$ cat src/rtl/lcd_pkg.sv
// Shared types and constants for the LCD command arbiter.
package lcd_pkg;

    typedef enum logic [2:0] {
        StIdle,
        StIssue,
        StWaitHi,
        StWaitLo,
        StDone
    } lcd_arb_state_t;

    // Command word layout: {rs, rw, data[7:0]}
    localparam int unsigned CMD_W    = 10;
    localparam int unsigned RS_BIT   = 9;
    localparam int unsigned RW_BIT   = 8;
    localparam int unsigned DATA_MSB = 7;

    // Increment with explicit wrap so non-power-of-2 requester counts work.
    function automatic int unsigned wrap_inc(input int unsigned idx, input int unsigned n);
        return (idx + 1 >= n) ? 0 : idx + 1;
    endfunction

endpackage

$ cat src/rtl/rr_arbiter.sv
// Combinational round-robin pick: first set request at or after ptr, modulo NREQ.
module rr_arbiter #(
    parameter  int unsigned NREQ = 3,
    localparam int unsigned IDW  = (NREQ > 1) ? $clog2(NREQ) : 1
) (
    input  logic [NREQ-1:0] req,
    input  logic [IDW-1:0]  ptr,
    output logic            gnt_valid,
    output logic [IDW-1:0]  gnt_idx
);

    logic [IDW-1:0] idx;

    // Walk offsets from the farthest down to ptr so the nearest hit is assigned last and wins.
    always_comb begin
        gnt_valid = 1'b0;
        gnt_idx   = '0;
        idx       = '0;
        for (int i = int'(NREQ) - 1; i >= 0; i--) begin
            idx = IDW'((int'(ptr) + i) % int'(NREQ));
            if (req[idx]) begin
                gnt_valid = 1'b1;
                gnt_idx   = idx;
            end
        end
    end

endmodule

$ cat src/rtl/lcd_cmd_arbiter.sv
// Round-robin sharing of one character-LCD command port; one command per grant,
// completing on the busy rise/fall handshake or on timeout.
module lcd_cmd_arbiter #(
    parameter  int unsigned NREQ  = 3,
    parameter  int unsigned CMD_W = 10,
    parameter  int unsigned TMO   = 4095,
    parameter  int unsigned TMO_W = 12,
    localparam int unsigned IDW   = (NREQ > 1) ? $clog2(NREQ) : 1
) (
    input  logic                  clk,
    input  logic                  rst_n,
    input  logic [NREQ-1:0]       req,
    input  logic [NREQ*CMD_W-1:0] cmd,
    output logic [NREQ-1:0]       ack,
    output logic                  err,
    output logic [IDW-1:0]        gnt_id,
    output logic                  lcd_enable,
    output logic [CMD_W-1:0]      lcd_bus,
    input  logic                  busy
);

    import lcd_pkg::*;

    lcd_arb_state_t   state;
    logic [IDW-1:0]   ptr;
    logic [TMO_W-1:0] cnt;
    logic             tmo_flag;
    logic             arb_valid;
    logic [IDW-1:0]   arb_idx;
    logic             tmo_hit;

    assign tmo_hit = (cnt == TMO_W'(TMO));

    rr_arbiter #(
        .NREQ (NREQ)
    ) u_rr_arbiter (
        .req       (req),
        .ptr       (ptr),
        .gnt_valid (arb_valid),
        .gnt_idx   (arb_idx)
    );

    always_ff @(posedge clk) begin
        if (!rst_n) begin
            state      <= StIdle;
            ptr        <= '0;
            cnt        <= '0;
            tmo_flag   <= 1'b0;
            ack        <= '0;
            err        <= 1'b0;
            gnt_id     <= '0;
            lcd_enable <= 1'b0;
            lcd_bus    <= '0;
        end else begin
            lcd_enable <= 1'b0;
            ack        <= '0;
            err        <= 1'b0;
            unique case (state)
                StIdle: begin
                    if (!busy && arb_valid) begin
                        gnt_id  <= arb_idx;
                        lcd_bus <= cmd[arb_idx*CMD_W +: CMD_W];
                        state   <= StIssue;
                    end
                end
                StIssue: begin
                    lcd_enable <= 1'b1;
                    cnt        <= '0;
                    state      <= StWaitHi;
                end
                StWaitHi: begin
                    // The strobe cycle itself is not counted: busy cannot react to it yet.
                    if (busy) begin
                        cnt   <= '0;
                        state <= StWaitLo;
                    end else if (tmo_hit) begin
                        tmo_flag <= 1'b1;
                        state    <= StDone;
                    end else if (!lcd_enable) begin
                        cnt <= cnt + TMO_W'(1);
                    end
                end
                StWaitLo: begin
                    if (!busy) begin
                        state <= StDone;
                    end else if (tmo_hit) begin
                        tmo_flag <= 1'b1;
                        state    <= StDone;
                    end else begin
                        cnt <= cnt + TMO_W'(1);
                    end
                end
                StDone: begin
                    ack[gnt_id] <= 1'b1;
                    err         <= tmo_flag;
                    tmo_flag    <= 1'b0;
                    ptr         <= IDW'(wrap_inc(32'(gnt_id), NREQ));
                    state       <= StIdle;
                end
                default: state <= StIdle;
            endcase
        end
    end

endmodule

$ cat config.mk
export PLATFORM = sky130hd
export DESIGN_NAME = lcd_cmd_arbiter
export DESIGN_NICKNAME = d
export VERILOG_FILES = /design/src/rtl/lcd_pkg.sv /design/src/rtl/rr_arbiter.sv /design/src/rtl/lcd_cmd_arbiter.sv
export SDC_FILE = /design/constraint.sdc
export NUM_CORES = 1
export LEC_CHECK = 0
export ABC_CLOCK_PERIOD_IN_PS = 3500
export CORE_MARGIN = 2
export CORE_UTILIZATION = 51
export DETAILED_ROUTE_END_ITERATION = 10
export PLACE_DENSITY = 0.92
export SLEW_MARGIN = 20
export SYNTH_ARGS = -nofsm -noshare
export SYNTH_HDL_FRONTEND = slang
export SYNTH_SLANG_ARGS = --single-unit
$ cat constraint.sdc
create_clock -name clk -period 3.5 [get_ports clk]
set_clock_uncertainty 0.1 [all_clocks]
set_input_delay 0.7 -clock clk [delete_from_list [all_inputs] [get_ports clk]]
set_output_delay 0.7 -clock clk [all_outputs]
set_load 0.01 [all_outputs]
* Yosys cells after proc, flatten, opt, wreduce, memory -nomap -nowiden
Index checks and enable logic that the tools add are counted.
Cells by class: muxes and demuxes 31, add/subtract/negate cells 4, equality and inequality tests 11, shift-type cells 1, divide/modulo/power cells 3, reduce and logical (&&, ||, !) cells 10, multipliers 1, order comparisons 6
Operators by type and width (count):
- remainder unit 32 x 3 -> 32 bit (second input constant) | 2
- 2-to-1 mux 12 bit | 5
- one-hot mux 12 bit (3 select lines) | 1
- remainder unit 3 x 3 -> 32 bit (second input constant) | 1
- variable part select 30 x 7 -> 10 bit | 1
- adder 12 x 1 -> 12 bit (second input constant) | 1
- equality test 12 bit (second input constant) | 1
- less-than comparator 2 x 3 -> 1 bit (second input constant) | 4
- 2-to-1 mux 3 bit | 4
- one-hot mux 3 bit (4 select lines) | 1
- 2-to-1 mux 1 bit | 11
- 2-to-1 mux 2 bit | 4
- != test 2 bit (second input constant) | 4
- adder 2 x 1 -> 3 bit (second input constant) | 2
- binary-select mux 1 bit (select 2 bit) | 3
- equality test 3 x 2 -> 1 bit (second input constant) | 2
- != test 3 bit (second input constant) | 2
- nonzero test 3 bit | 2
- multiplier 2 x 3 -> 5 bit (second input constant) | 1
- AND reduction 5 bit | 1
- AND reduction 2 bit | 2
- adder 2 x 2 -> 3 bit (second input constant) | 1
- equality test 3 x 1 -> 1 bit (second input constant) | 1
- equality test 3 bit (second input constant) | 1
- 8 further kinds | 9
Word-level totals: output and inout bits 17, flip-flop bits (word level) 35

* Depth between registers and ports, before layout
Gate-level depths: netlist of run 1.
depth in word-level cells 10, depth in mapped cells 8, depth with buffers taken out 7

* Modules after synthesis
A second synthesis of run 1 with hierarchy kept.
Second synthesis, totals: cells, all modules 249, area total of the unflattened synthesis 2095.8 um^2
Modules (own cells, without submodules):
- lcd_cmd_arbiter | seq. area each 700.7 um^2, cells an instance 222, area each 1904.3 um^2, instances 1
- rr_arbiter | seq. area each 0.0 um^2, cells an instance 27, area each 191.4 um^2, instances 1

* Worst setup path before layout of run 1
No wires, ideal clock.
path type input-to-reg, start input port busy, end register cnt[5], setup time 0.071 ns, arrival 2.049 ns, slack 1.281 ns, data required time 3.329 ns, buffers on the path 1, cell stages on the path 6, cell sequence buf_2 > inv_1 > a311oi_4 > nand3_2 > or4_1 > a21oi_1
On the way: longest elaborated chain between the ends 2, elaborated cells on any way between the ends 6, those cells by class eq/ne: 3; mux: 2; reduce/logical: 1
RTL lines:
- start: declaration | RTL line lcd_cmd_arbiter.sv:19 | input logic busy
- != test 3 bit (no source line) (tied with other cells)
- AND reduction 5 bit (no source line) or one-hot mux 12 bit (3 select lines) (tied branches)
- end signal: assignment | RTL line lcd_cmd_arbiter.sv:80 | cnt <= cnt + TMO_W'(1);
- end signal: assignment | RTL line lcd_cmd_arbiter.sv:90 | cnt <= cnt + TMO_W'(1);
- end: declaration | RTL line lcd_cmd_arbiter.sv:26 | logic [TMO_W-1:0] cnt;
Several ways; a longest one is shown, not always the timed one. A chain may end at the register's enable or synchronous reset.

* Final worst setup path of run 1
start input port req[2], end register lcd_bus[6]
On the way: longest elaborated chain between the ends 7, elaborated cells on any way between the ends 16, those cells by class mul: 1; shift: 1; mux: 12; reduce/logical: 2
RTL lines:
- start: declaration | RTL line lcd_cmd_arbiter.sv:12 | input logic [NREQ-1:0] req,
- binary-select mux 1 bit (select 2 bit) | RTL line rr_arbiter.sv:21 | if (req[idx]) begin
- 2-to-1 mux 1 bit (not written as such) | RTL line rr_arbiter.sv:21
- 2-to-1 mux 2 bit or 2-to-1 mux 1 bit (tied branches) (3 in series) | RTL line rr_arbiter.sv:21
- multiplier 2 x 3 -> 5 bit or logical AND 1 bit (tied branches) | RTL line lcd_cmd_arbiter.sv:62, lcd_cmd_arbiter.sv:60
- variable part select 30 x 7 -> 10 bit or AND reduction 2 bit (tied branches)
- end signal: assignment | RTL line lcd_cmd_arbiter.sv:62 | lcd_bus <= cmd[arb_idx*CMD_W +: CMD_W];
- end: declaration | RTL line lcd_cmd_arbiter.sv:18 | output logic [CMD_W-1:0] lcd_bus,
Several ways; a longest one is shown, not always the timed one. The select of a mux whose other input is x is not followed.

==> results of run 1 <==
## cells by family (layout without fill, tap and decap cells)
| family | count (synthesis) | in the layout | share of synthesized area (%) |
|---|---|---|---|
| XOR/XNOR | 2 | 2 | 0.947 |
| buffers and inverters | 20 | 73 | 4.26 |
| AND/OR/NAND/NOR | 96 | 96 | 27.2 |
| AO/OA/AOI/OAI | 53 | 53 | 20.6 |
| adder cells (fa/ha/maj) | 4 | 4 | 2.57 |
| flip-flops | 35 | 35 | 37.9 |
| multiplexers | 12 | 12 | 6.56 |
## path summary, 6_finish.rpt
| check | endpoint | depth (start not counted) | startpoint |
|---|---|---|---|
| max | lcd_bus[6] | 7 | req[2] |
| min | cnt[6] | 2 | cnt[6] |
| max reg2reg | lcd_bus[6] | 8 | ptr[0] |
| min reg2reg | cnt[6] | 2 | cnt[6] |
## sequential cells by signal, indices dropped and copies added (netlist names)
register	count
err	1
cnt	12
tmo_flag	1
ptr	2
lcd_bus	10
state	3
gnt_id	2
ack	3
lcd_enable	1
## layout make-up
| cell class | count | share of cell area (%) |
|---|---|---|
| timing repair buffer | 56 | 22.2 |
| multi-input combinational | 167 | 43.1 |
| tap | 46 | 2.32 |
| inverter | 9 | 1.36 |
| clock buffer | 8 | 2.77 |
| sequential | 35 | 28.2 |
## power by group
| part | total (mW) | leakage (nW) | internal (mW) | switching (mW) |
|---|---|---|---|---|
| Combinational | 0.172 | 0.579 | 0.0911 | 0.0812 |
| Sequential | 0.427 | 0.284 | 0.413 | 0.0138 |
| Clock | 0.250 | 0.0386 | 0.118 | 0.131 |
| Total | 0.849 | 0.902 | 0.623 | 0.226 |
## placed cells by master, fill, tap and decap left out, types with 2 or more instances in the layout
| master | synthesis | final |
|---|---|---|
| sky130_fd_sc_hd__o221ai_1 | 11 | 11 |
| sky130_fd_sc_hd__o21ai_0 | 10 | 10 |
| sky130_fd_sc_hd__and4_1 | 3 | 3 |
| sky130_fd_sc_hd__nand4_1 | 16 | 16 |
| sky130_fd_sc_hd__dfxtp_1 | 35 | 35 |
| sky130_fd_sc_hd__and2_1 | 2 | 2 |
| sky130_fd_sc_hd__nand2_1 | 27 | 27 |
| sky130_fd_sc_hd__and3_1 | 4 | 4 |
| sky130_fd_sc_hd__a21oi_1 | 16 | 16 |
| sky130_fd_sc_hd__nand3_1 | 6 | 6 |
| sky130_fd_sc_hd__mux2i_1 | 11 | 11 |
| sky130_fd_sc_hd__nor3b_1 | 3 | 3 |
| sky130_fd_sc_hd__nand2b_1 | 2 | 2 |
| sky130_fd_sc_hd__nor4_1 | 2 | 2 |
| sky130_fd_sc_hd__xor2_1 | 2 | 2 |
| sky130_fd_sc_hd__o21a_1 | 2 | 2 |
| sky130_fd_sc_hd__buf_4 | 0 | 4 |
| sky130_fd_sc_hd__inv_1 | 9 | 9 |
| sky130_fd_sc_hd__clkbuf_8 | 0 | 2 |
| sky130_fd_sc_hd__nor3_1 | 6 | 6 |
| sky130_fd_sc_hd__nor2_1 | 14 | 14 |
| sky130_fd_sc_hd__ha_1 | 3 | 3 |
| sky130_fd_sc_hd__or4_1 | 3 | 3 |
| sky130_fd_sc_hd__clkbuf_4 | 0 | 5 |
| sky130_fd_sc_hd__clkdlybuf4s50_1 | 0 | 52 |
| sky130_fd_sc_hd__or3_1 | 2 | 2 |
| sky130_fd_sc_hd__o2111ai_1 | 2 | 2 |
## layer usage
layer,share of wire (%),up-vias
met5,0,-
met4,2.5,0
met3,5.6,13
met2,48,64
met1,44,894
li1,-,940
## worst max-delay path: stages
cell and delay (ns):
sky130_fd_sc_hd__clkdlybuf4s50_1 0.56, sky130_fd_sc_hd__o32a_1 0.22, sky130_fd_sc_hd__o2111ai_1 0.15, sky130_fd_sc_hd__nor2_1 0.17
sky130_fd_sc_hd__buf_4 0.28, sky130_fd_sc_hd__nand3b_1 0.36, sky130_fd_sc_hd__o221ai_1 0.31
==> PnR_summary.wiki, run 1 <==
{| class="wikitable"
! Metric !! Value
|-
| Count of yosys warnings during synthesis || 0
|-
| First-pass DRT Iterations || 4
|-
| Number of distinct library cells after synthesis || 46
|-
| Cell area after synthesis || 1850 um^2
|-
| Routing usage on met3 || 4.40%
|-
| Register area || 701 um^2
|-
| Post-synth EDFFs || 0
|-
| Number of buffers created by CTS || 5
|-
| Filler Cells Inserted || 262
|-
| Layout cells sized above 1 || 6.91%
|-
| Die Ht || 64.2 um
|-
| Worst setup path class || in2reg
|-
| Synthesized flop and latch total || 35
|-
| Die extent in x || 64.2 um
|-
| Count of vias placed by the detailed router || 1,911
|-
| Number of standard cells in the layout, taps in and fillers out || 321
|-
| Worst Setup Slack post-DPL || 0.578 ns
|-
| Setup crit start kind || input pin
|-
| Total wire length || 4710 um
|-
| Worst hold path type || reg2reg
|-
| Total global routing overflow || 0
|-
| Diodes inserted || 0
|-
| Max capacitance violation total || 0
|-
| DR vias/cell || 5.95
|-
| Met2 track demand over resource || 39.8%
|-
| Setup slack of the critical path after layout || 0.916 ns
|-
| Total global routing track utilization || 24.4%
|-
| Initial core utilization || 54.1%
|-
| Count of nets after finishing || 313
|-
| Worst path required time || 3.65 ns
|-
| Maximum frequency from static timing analysis || 387 MHz
|-
| Die footprint || 4120 um^2
|-
| Global-route wire length before repair || 8010 um
|-
| Clock latency on the worst-skew pair || 0.34 ns
|-
| Post-synthesis cell count || 222
|-
| Category of the worst setup path capture point || register
|-
| Last weighted congestion value of the routability-driven placer || 0.857
|-
| Total power divided by cell area || 342 nW/um^2
|-
| Area Growth Syn to Fin || 34.2%
|-
| Post-route design area || 2480 um^2
|-
| Most used standard cell by instance count after synthesis || sky130_fd_sc_hd__dfxtp_1
|-
| Peak supply drop || 198 uV
|-
| Most used flip-flop cell after synthesis || sky130_fd_sc_hd__dfxtp_1
|-
| Minimum period implied by the final worst setup slack || 2.58 ns
|-
| List of most frequent post-synthesis cells || sky130_fd_sc_hd__dfxtp_1, sky130_fd_sc_hd__nand2_1, sky130_fd_sc_hd__a21oi_1, sky130_fd_sc_hd__nand4_1, sky130_fd_sc_hd__nor2_1
|-
| Total placed instance area || 2410 um^2
|-
| Utilization of the core after routing || 72.6%
|-
| TritonCTS clock tree || built
|-
| Transition time at the pin with the least slew margin || 0.474 ns
|-
| Post-synth top area share || 37.9%
|-
| Result of the run || complete, no violations
|-
| Buffers from clock root to sink, at most || 2
|-
| Setup repair after global routing missed its margin || no
|-
| Leakage power || 0.902 nW
|-
| Sequential element share of the synthesized area || 37.9%
|-
| Std cell rows || 21
|-
| Total negative slack for setup checks || 0 ns
|-
| Met1 Track Usage GR || 31.2%
|-
| Area occupied by multi-input gates || 1070 um^2
|-
| Register clock-pin slew on the reported worst setup and hold paths || 0.10 ns
|-
| Hold Vio Cnt, Final || 0
|-
| Layer carrying the most global-route usage || met2
|-
| Clock sink count || 35
|-
| Worst-path fanout max || 23
|-
| Antenna violations before repair || 0
|-
| Routed wirelength normalized by instance count || 14.7 um
|-
| Worst slew margin relative to its limit || 68.2%
|-
| Part of the cycle the worst path needs || 73.8%
|-
| Count of final max-slew check failures || 0
|-
| Port Buf Inserts || 52
|-
| Initial detailed-routing violation count || 96
|-
| Number of buffers inserted for hold repair after clock tree synthesis || 0
|-
| CTS H-tree lvls || 2
|-
| Total setup violations reported at the end of the flow || 0
|-
| Worst Path Arrival || 2.73 ns
|-
| Maximum number of pins on one net before global-route repair || 30
|-
| Top post-synthesis cells by area || sky130_fd_sc_hd__dfxtp_1, sky130_fd_sc_hd__mux2i_1, sky130_fd_sc_hd__nand2_1, sky130_fd_sc_hd__nand4_1, sky130_fd_sc_hd__o221ai_1
|-
| Via count of the first global-routing pass || 1,801
|-
| Async set-reset flop share out of synthesis || 0%
|-
| DRC violation count after routing || 0
|-
| Leading area contributor after synthesis || sky130_fd_sc_hd__dfxtp_1
|-
| Root buffer cell || sky130_fd_sc_hd__clkbuf_4
|-
| Synthesized area per cell || 8.33 um^2
|-
| Inst Count DP || 313
|-
| Post-Synthesis Net Count || 261
|-
| Hold slack final || 0.379 ns
|-
| Sum of net half-perimeters after detailed placement || 3440 um
|-
| Core area || 3420 um^2
|-
| Total power after layout || 0.849 mW
|-
| Quantity of gates resized following cts || 0
|-
| Ports || 53
|-
| Post-CTS setup buffer count || 0
|-
| Detail Route Antenna Nets || 0
|-
| Flop2flop setup slack || 0.94 ns
|}
(Power assumes the default switching activity.)
==> run 2: changes to the inputs <==
--- a/config.mk
+++ b/config.mk
@@ -5,11 +5,11 @@
 export SDC_FILE = /design/constraint.sdc
 export NUM_CORES = 1
 export LEC_CHECK = 0
-export ABC_CLOCK_PERIOD_IN_PS = 3500
+export ABC_CLOCK_PERIOD_IN_PS = 2650
 export CORE_MARGIN = 2
-export CORE_UTILIZATION = 51
+export CORE_UTILIZATION = 47
 export DETAILED_ROUTE_END_ITERATION = 10
-export PLACE_DENSITY = 0.92
+export PLACE_DENSITY = 0.86
 export SLEW_MARGIN = 20
 export SYNTH_ARGS = -nofsm -noshare
 export SYNTH_HDL_FRONTEND = slang
==> constraint.sdc (replaced) <==
create_clock -name clk -period 2.65 [get_ports clk]
set_clock_uncertainty 0.1 [all_clocks]
set_input_delay 0.53 -clock clk [delete_from_list [all_inputs] [get_ports clk]]
set_output_delay 0.53 -clock clk [all_outputs]
set_load 0.01 [all_outputs]
==> run 2 against run 1 <==
- utilization is 3.7 points lower
- count of clock-buffer cells in the layout is 2 lower
- sequential cell count stayed put
- non-clock buffer count is 4 higher
- worst hold slack worse by 0.0041 ns
- critical endpoint is now lcd_bus[1]
- largest cell class unchanged
- largest power group unchanged
==> PnR_summary.wiki, run 2 (same netlist as run 1, synthesis figures left out) <==
{| class="wikitable"
! Metric !! Value
|-
| Result of the run || complete, no violations
|-
| Worst R2R End || lcd_bus[1]
|-
| Core area || 3720 um^2
|-
| CTS H-tree lvls || 2
|-
| Initial core utilization || 49.8%
|-
| Detail Route Antenna Nets || 0
|-
| Die footprint || 4450 um^2
|-
| Leading cell type in the layout, fill and taps excluded || sky130_fd_sc_hd__clkdlybuf4s50_1
|-
| Part of the cycle the worst path needs || 89.9%
|-
| Setup crit start kind || register
|-
| Total global routing overflow || 0
|-
| Hold Vio Cnt, Final || 0
|-
| Worst path required time || 2.70 ns
|-
| Max capacitance violation total || 0
|-
| Total negative slack for setup checks || 0 ns
|-
| Total global routing track utilization || 23.2%
|-
| Top routing layer in use || met4
|-
| Maximum number of pins on one net before global-route repair || 30
|-
| Post-CTS setup buffer count || 0
|-
| Port Buf Inserts || 52
|-
| Count of final max-slew check failures || 0
|-
| DR vias/cell || 5.77
|-
| Leakage power || 0.944 nW
|-
| Part of the total power dissipated in sequential elements || 43.4%
|-
| Peak supply drop || 295 uV
|-
| Internal Power || 0.978 mW
|-
| Clock latency on the worst-skew pair || 0.29 ns
|-
| P_sw || 0.318 mW
|-
| Biggest register || cnt
|-
| Worst setup path class || reg2reg
|-
| Hold path start || cnt[6]
|-
| Worst-path fanout max || 10
|-
| Die Ht || 66.7 um
|-
| Die extent in x || 66.7 um
|-
| Hold-critical path depth || 2
|-
| Global-route wire length before repair || 7850 um
|-
| Number of buffers inserted for hold repair after clock tree synthesis || 0
|-
| Initial detailed-routing violation count || 135
|-
| Wire length on met2 || 2330 um
|-
| Worst Setup Slack post-DPL || 0.0685 ns
|-
| Total power divided by cell area || 506 nW/um^2
|-
| Most frequent cells in the layout || sky130_fd_sc_hd__clkdlybuf4s50_1, sky130_fd_sc_hd__dfxtp_1, sky130_fd_sc_hd__nand2_1
|-
| Sum of net half-perimeters after detailed placement || 3490 um
|-
| Root buffer cell || sky130_fd_sc_hd__clkbuf_8
|-
| Sw Share || 24.5%
|-
| Count of vias placed by the detailed router || 1,886
|-
| Total wire length || 4780 um
|-
| Number of buffers created by CTS || 5
|-
| Share of power burned in combinational logic || 18.3%
|-
| Worst slew margin relative to its limit || 67.3%
|-
| Category of the worst setup path capture point || register
|-
| DRC violation count after routing || 0
|-
| Minimum period implied by the final worst setup slack || 2.38 ns
|-
| Clock sink count || 35
|-
| End point of the most critical hold path || cnt[6]
|-
| Via count of the first global-routing pass || 1,724
|-
| Transition time at the pin with the least slew margin || 0.487 ns
|-
| TritonCTS clock tree || built
|-
| Registers with the most flip-flops || cnt x12, lcd_bus x10
|-
| Std cell rows || 22
|-
| Setup repair after global routing missed its margin || no
|-
| Routed wirelength normalized by instance count || 14.6 um
|-
| Setup slack of the critical path after layout || 0.269 ns
|-
| Ports || 53
|-
| WL met3 || 213 um
|-
| Number of cells on the worst reg-to-reg path || 7
|-
| Quantity of gates resized following cts || 0
|-
| Clock power share || 38.3%
|-
| Met1 Wirelength || 2130 um
|-
| Worst hold path type || reg2reg
|-
| Buffers from clock root to sink, at most || 2
|-
| Count of nets after finishing || 317
|-
| Layout cells sized above 1 || 8.60%
|-
| Antenna violations before repair || 0
|-
| Largest register FFs || 12
|-
| Reg-to-reg critical path startpoint || ptr[0]
|-
| Diodes inserted || 0
|-
| Worst Path Arrival || 2.43 ns
|-
| Maximum frequency from static timing analysis || 420 MHz
|-
| Total setup violations reported at the end of the flow || 0
|-
| Flop2flop setup slack || 0.27 ns
|-
| Area Growth Syn to Fin || 38.6%
|-
| Register clock-pin slew on the reported worst setup and hold paths || 0.07 ns
|-
| First-pass DRT Iterations || 5
|-
| Last weighted congestion value of the routability-driven placer || 0.862
|}
-- run 2: power by group through the flow --
| stage | logic [mW] | registers [mW] | clock network [mW] |
|---|---|---|---|
| 2_1_floorplan | 0.110 | 0.577 | 0 |
| 3_3_place_gp | 0.232 | 0.574 | 0 |
| 3_5_place_dp | 0.235 | 0.574 | 0 |
| 4_1_cts | 0.237 | 0.562 | 0.506 |
| 5_1_grt | 0.258 | 0.565 | 0.529 |
| 6_report | 0.237 | 0.563 | 0.497 |
-- run 2: layout make-up --
type                            count  area [um^2]
Fill cell                         311         1150
Tap cell                           48         60.1
Inverter                            9         33.8
Sequential cell                    35          701
Timing Repair Buffer               60          581
Multi-Input combinational cell    167         1070
Clock inverter                      2         35.0
Clock buffer                        6         82.6
-- run 2: critical path, cell delays in order, from the launching register on --
cell                       delay, ns
sky130_fd_sc_hd__dfxtp_1        0.36
sky130_fd_sc_hd__inv_1          0.05
sky130_fd_sc_hd__ha_1           0.39
sky130_fd_sc_hd__o21ai_0        0.12
sky130_fd_sc_hd__a211oi_1       0.47
sky130_fd_sc_hd__nor2_1         0.17
sky130_fd_sc_hd__nand3b_1       0.39
sky130_fd_sc_hd__o221ai_1       0.20
-- run 2: worst max-delay path by stage --
stage,startpoint,end,slack [ns],depth (start not counted)
4_1_cts,ptr[0],lcd_bus[1],0.27,7
2_1_floorplan,ptr[0],lcd_bus[0],0.51,7
3_5_place_dp,req[0],lcd_bus[0],0.07,7
5_1_grt,ptr[0],lcd_bus[0],0.04,7
3_3_place_gp,req[0],lcd_bus[3],0.10,7
6_report,ptr[0],lcd_bus[1],0.27,7
-- run 2: metrics by stage --
step | power, mW | util (%) | hold slack [ns] | cell area (um^2) | cells
finish | 1.30 | 69.0 | 0.375 | 2560 | 327
global route | 1.35 | 69.0 | 0.407 | 2560 | 327
CTS | 1.31 | 69.0 | 0.375 | 2560 | 327
detailed placement | 0.809 | 65.8 | 0.366 | 2440 | 319
global placement | 0.806 | 65.8 | 0.355 | 2440 | 319
floorplan | 0.687 | - | 0.340 | 1850 | 222
-- run 2: layer usage --
layer  up-vias  global-route usage, %
met2        48                   37.0
met1       886                   30.6
met4         0                   10.5
li1        944                      -
met5         -                      0
met3         8                   3.55
==> run 3: changes to the inputs <==
--- a/config.mk
+++ b/config.mk
@@ -5,10 +5,12 @@
 export SDC_FILE = /design/constraint.sdc
 export NUM_CORES = 1
 export LEC_CHECK = 0
-export ABC_CLOCK_PERIOD_IN_PS = 2650
+export ABC_CLOCK_PERIOD_IN_PS = 2200
 export CORE_MARGIN = 2
 export CORE_UTILIZATION = 47
+export CTS_CLUSTER_DIAMETER = 100
 export DETAILED_ROUTE_END_ITERATION = 10
+export GPL_ROUTABILITY_DRIVEN = 1
 export PLACE_DENSITY = 0.86
 export SLEW_MARGIN = 20
 export SYNTH_ARGS = -nofsm -noshare
==> constraint.sdc (replaced) <==
create_clock -name clk -period 2.2 [get_ports clk]
set_clock_uncertainty 0.1 [all_clocks]
set_input_delay 0.44 -clock clk [delete_from_list [all_inputs] [get_ports clk]]
set_output_delay 0.44 -clock clk [all_outputs]
set_load 0.01 [all_outputs]
==> run 3 against run 2 <==
- routed wire length up 4.1%
- count of clock-buffer cells in the layout down 1
- power up 13%
- largest cell class unchanged
- largest power group unchanged
- sequential power up 20%
==> PnR_summary.wiki, run 3 (same netlist as run 1, synthesis figures left out) <==
{| class="wikitable"
! Metric !! Value
|-
| Count of final max-slew check failures || 0
|-
| Setup repair after global routing missed its margin || no
|-
| Maximum frequency from static timing analysis || 479 MHz
|-
| Detail Route Antenna Nets || 0
|-
| Initial core utilization || 49.8%
|-
| Die Ht || 66.7 um
|-
| Global-route wire length before repair || 8160 um
|-
| Hold slack final || 0.382 ns
|-
| Worst Setup Slack post-DPL || -0.149 ns
|-
| Worst Path Arrival || 2.15 ns
|-
| Peak supply drop || 441 uV
|-
| Flop2flop setup slack || 0.11 ns
|-
| Total global routing track utilization || 23.7%
|-
| Filler Cells Inserted || 281
|-
| Total power divided by cell area || 538 nW/um^2
|-
| Clock sink count || 35
|-
| Category of the worst setup path capture point || register
|-
| Biggest register || cnt
|-
| Sum of net half-perimeters after detailed placement || 3610 um
|-
| Most frequent cells in the layout || sky130_fd_sc_hd__clkdlybuf4s50_1, sky130_fd_sc_hd__dfxtp_1, sky130_fd_sc_hd__nand2_1
|-
| CTS H-tree lvls || 2
|-
| Number of cells on the worst reg-to-reg path || 7
|-
| Clock latency on the worst-skew pair || 0.29 ns
|-
| Worst path required time || 2.26 ns
|-
| Total negative slack for setup checks || 0 ns
|-
| Via count of the first global-routing pass || 1,840
|-
| Hold path start || cnt[10]
|-
| TritonCTS clock tree || built
|-
| Hold Vio Cnt, Final || 0
|-
| Area Growth Syn to Fin || 46.7%
|-
| Total global routing overflow || 0
|-
| Worst setup path class || reg2reg
|-
| Setup crit start kind || register
|-
| Largest register FFs || 12
|-
| Initial detailed-routing violation count || 100
|-
| Worst hold path type || reg2reg
|-
| Routed wirelength normalized by instance count || 14.4 um
|-
| End point of the most critical hold path || cnt[10]
|-
| Leading cell type in the layout, fill and taps excluded || sky130_fd_sc_hd__clkdlybuf4s50_1
|-
| Minimum period implied by the final worst setup slack || 2.09 ns
|-
| Root buffer cell || sky130_fd_sc_hd__clkbuf_8
|-
| Count of nets after finishing || 335
|-
| Die extent in x || 66.7 um
|-
| Worst slew margin relative to its limit || 69.4%
|-
| Result of the run || complete, no violations
|-
| Buffers from clock root to sink, at most || 2
|-
| Diodes inserted || 0
|-
| Transition time at the pin with the least slew margin || 0.457 ns
|-
| Post-route design area || 2710 um^2
|-
| Port Buf Inserts || 52
|-
| Antenna violations before repair || 0
|-
| Die footprint || 4450 um^2
|-
| Utilization of the core after routing || 73.0%
|-
| Number of buffers created by CTS || 5
|-
| Leakage power || 1.03 nW
|-
| Total power after layout || 1.46 mW
|-
| Register clock-pin slew on the reported worst setup and hold paths || 0.07 ns
|-
| Setup slack of the critical path after layout || 0.110 ns
|-
| Number of standard cells in the layout, taps in and fillers out || 345
|-
| Total setup violations reported at the end of the flow || 0
|-
| Worst R2R End || lcd_bus[2]
|-
| Last weighted congestion value of the routability-driven placer || 0.800
|-
| Worst-path fanout max || 7
|-
| First-pass DRT Iterations || 4
|-
| Part of the cycle the worst path needs || 95.0%
|-
| Hold-critical path depth || 2
|-
| Ports || 53
|-
| Inst Count DP || 336
|-
| Max capacitance violation total || 0
|-
| Total wire length || 4980 um
|-
| Layout cells sized above 1 || 16.5%
|-
| DRC violation count after routing || 0
|-
| Total placed instance area || 2580 um^2
|-
| Core area || 3720 um^2
|-
| DR vias/cell || 5.72
|-
| Registers with the most flip-flops || cnt x12, lcd_bus x10
|-
| Maximum number of pins on one net before global-route repair || 18
|-
| Count of vias placed by the detailed router || 1,973
|-
| Std cell rows || 22
|-
| Reg-to-reg critical path startpoint || ptr[0]
|}
run 3: where the power goes:
group          internal [mW]  leakage, nW  switching, mW
Combinational          0.188        0.696          0.148
Clock                  0.216       0.0477          0.233
Sequential             0.658        0.284         0.0152
Total                   1.06         1.03          0.396
run 3: critical path, stage by stage, from the launching register on:
cell and delay (ns):
sky130_fd_sc_hd__dfxtp_2 0.36, sky130_fd_sc_hd__inv_1 0.07, sky130_fd_sc_hd__ha_4 0.27, sky130_fd_sc_hd__maj3_2 0.31, sky130_fd_sc_hd__o221ai_2 0.25, sky130_fd_sc_hd__buf_2 0.25, sky130_fd_sc_hd__mux2i_1 0.22, sky130_fd_sc_hd__o221ai_1 0.12
run 3: what timing repair did:
| action | in CTS | in global routing |
|---|---|---|
| setup buffers | 0 | 0 |
| pin swaps | 0 | 2 |
| cloned | 0 | 1 |
| hold buffers | 0 | 0 |
| setup endpoints to repair | 11 | 11 |
| resized for setup | 2 | 7 |
run 3: worst max path at each step:
stage	startpoint	to	slack, ns	depth (start not counted)
2_1_floorplan	ptr[0]	lcd_bus[0]	0.06	7
3_5_place_dp	req[0]	lcd_bus[3]	-0.15	7
3_3_place_gp	req[0]	lcd_bus[8]	-0.1	7
4_1_cts	ptr[0]	lcd_bus[1]	0.04	8
6_report	ptr[0]	lcd_bus[2]	0.11	7
5_1_grt	ptr[1]	lcd_bus[3]	0.02	8
run 3: layer usage:
layer / global-route usage [%] / part of all wire, %
met1: 32.0 / 46
met2: 38.0 / 49
met3: 4.05 / 3.8
met4: 8.16 / 1.1
met5: 0 / 0
run 3: final cells by class:
| cell class | count | area [um^2] | share of cell area, % |
|---|---|---|---|
| Clock buffer | 5 | 68.8 | 2.54 |
| Clock inverter | 3 | 15.0 | 0.554 |
| Inverter | 9 | 33.8 | 1.25 |
| Multi-Input combinational cell | 167 | 1100 | 40.7 |
| Sequential cell | 35 | 702 | 25.9 |
| Tap cell | 48 | 60.1 | 2.21 |
| Timing Repair Buffer | 78 | 729 | 26.9 |
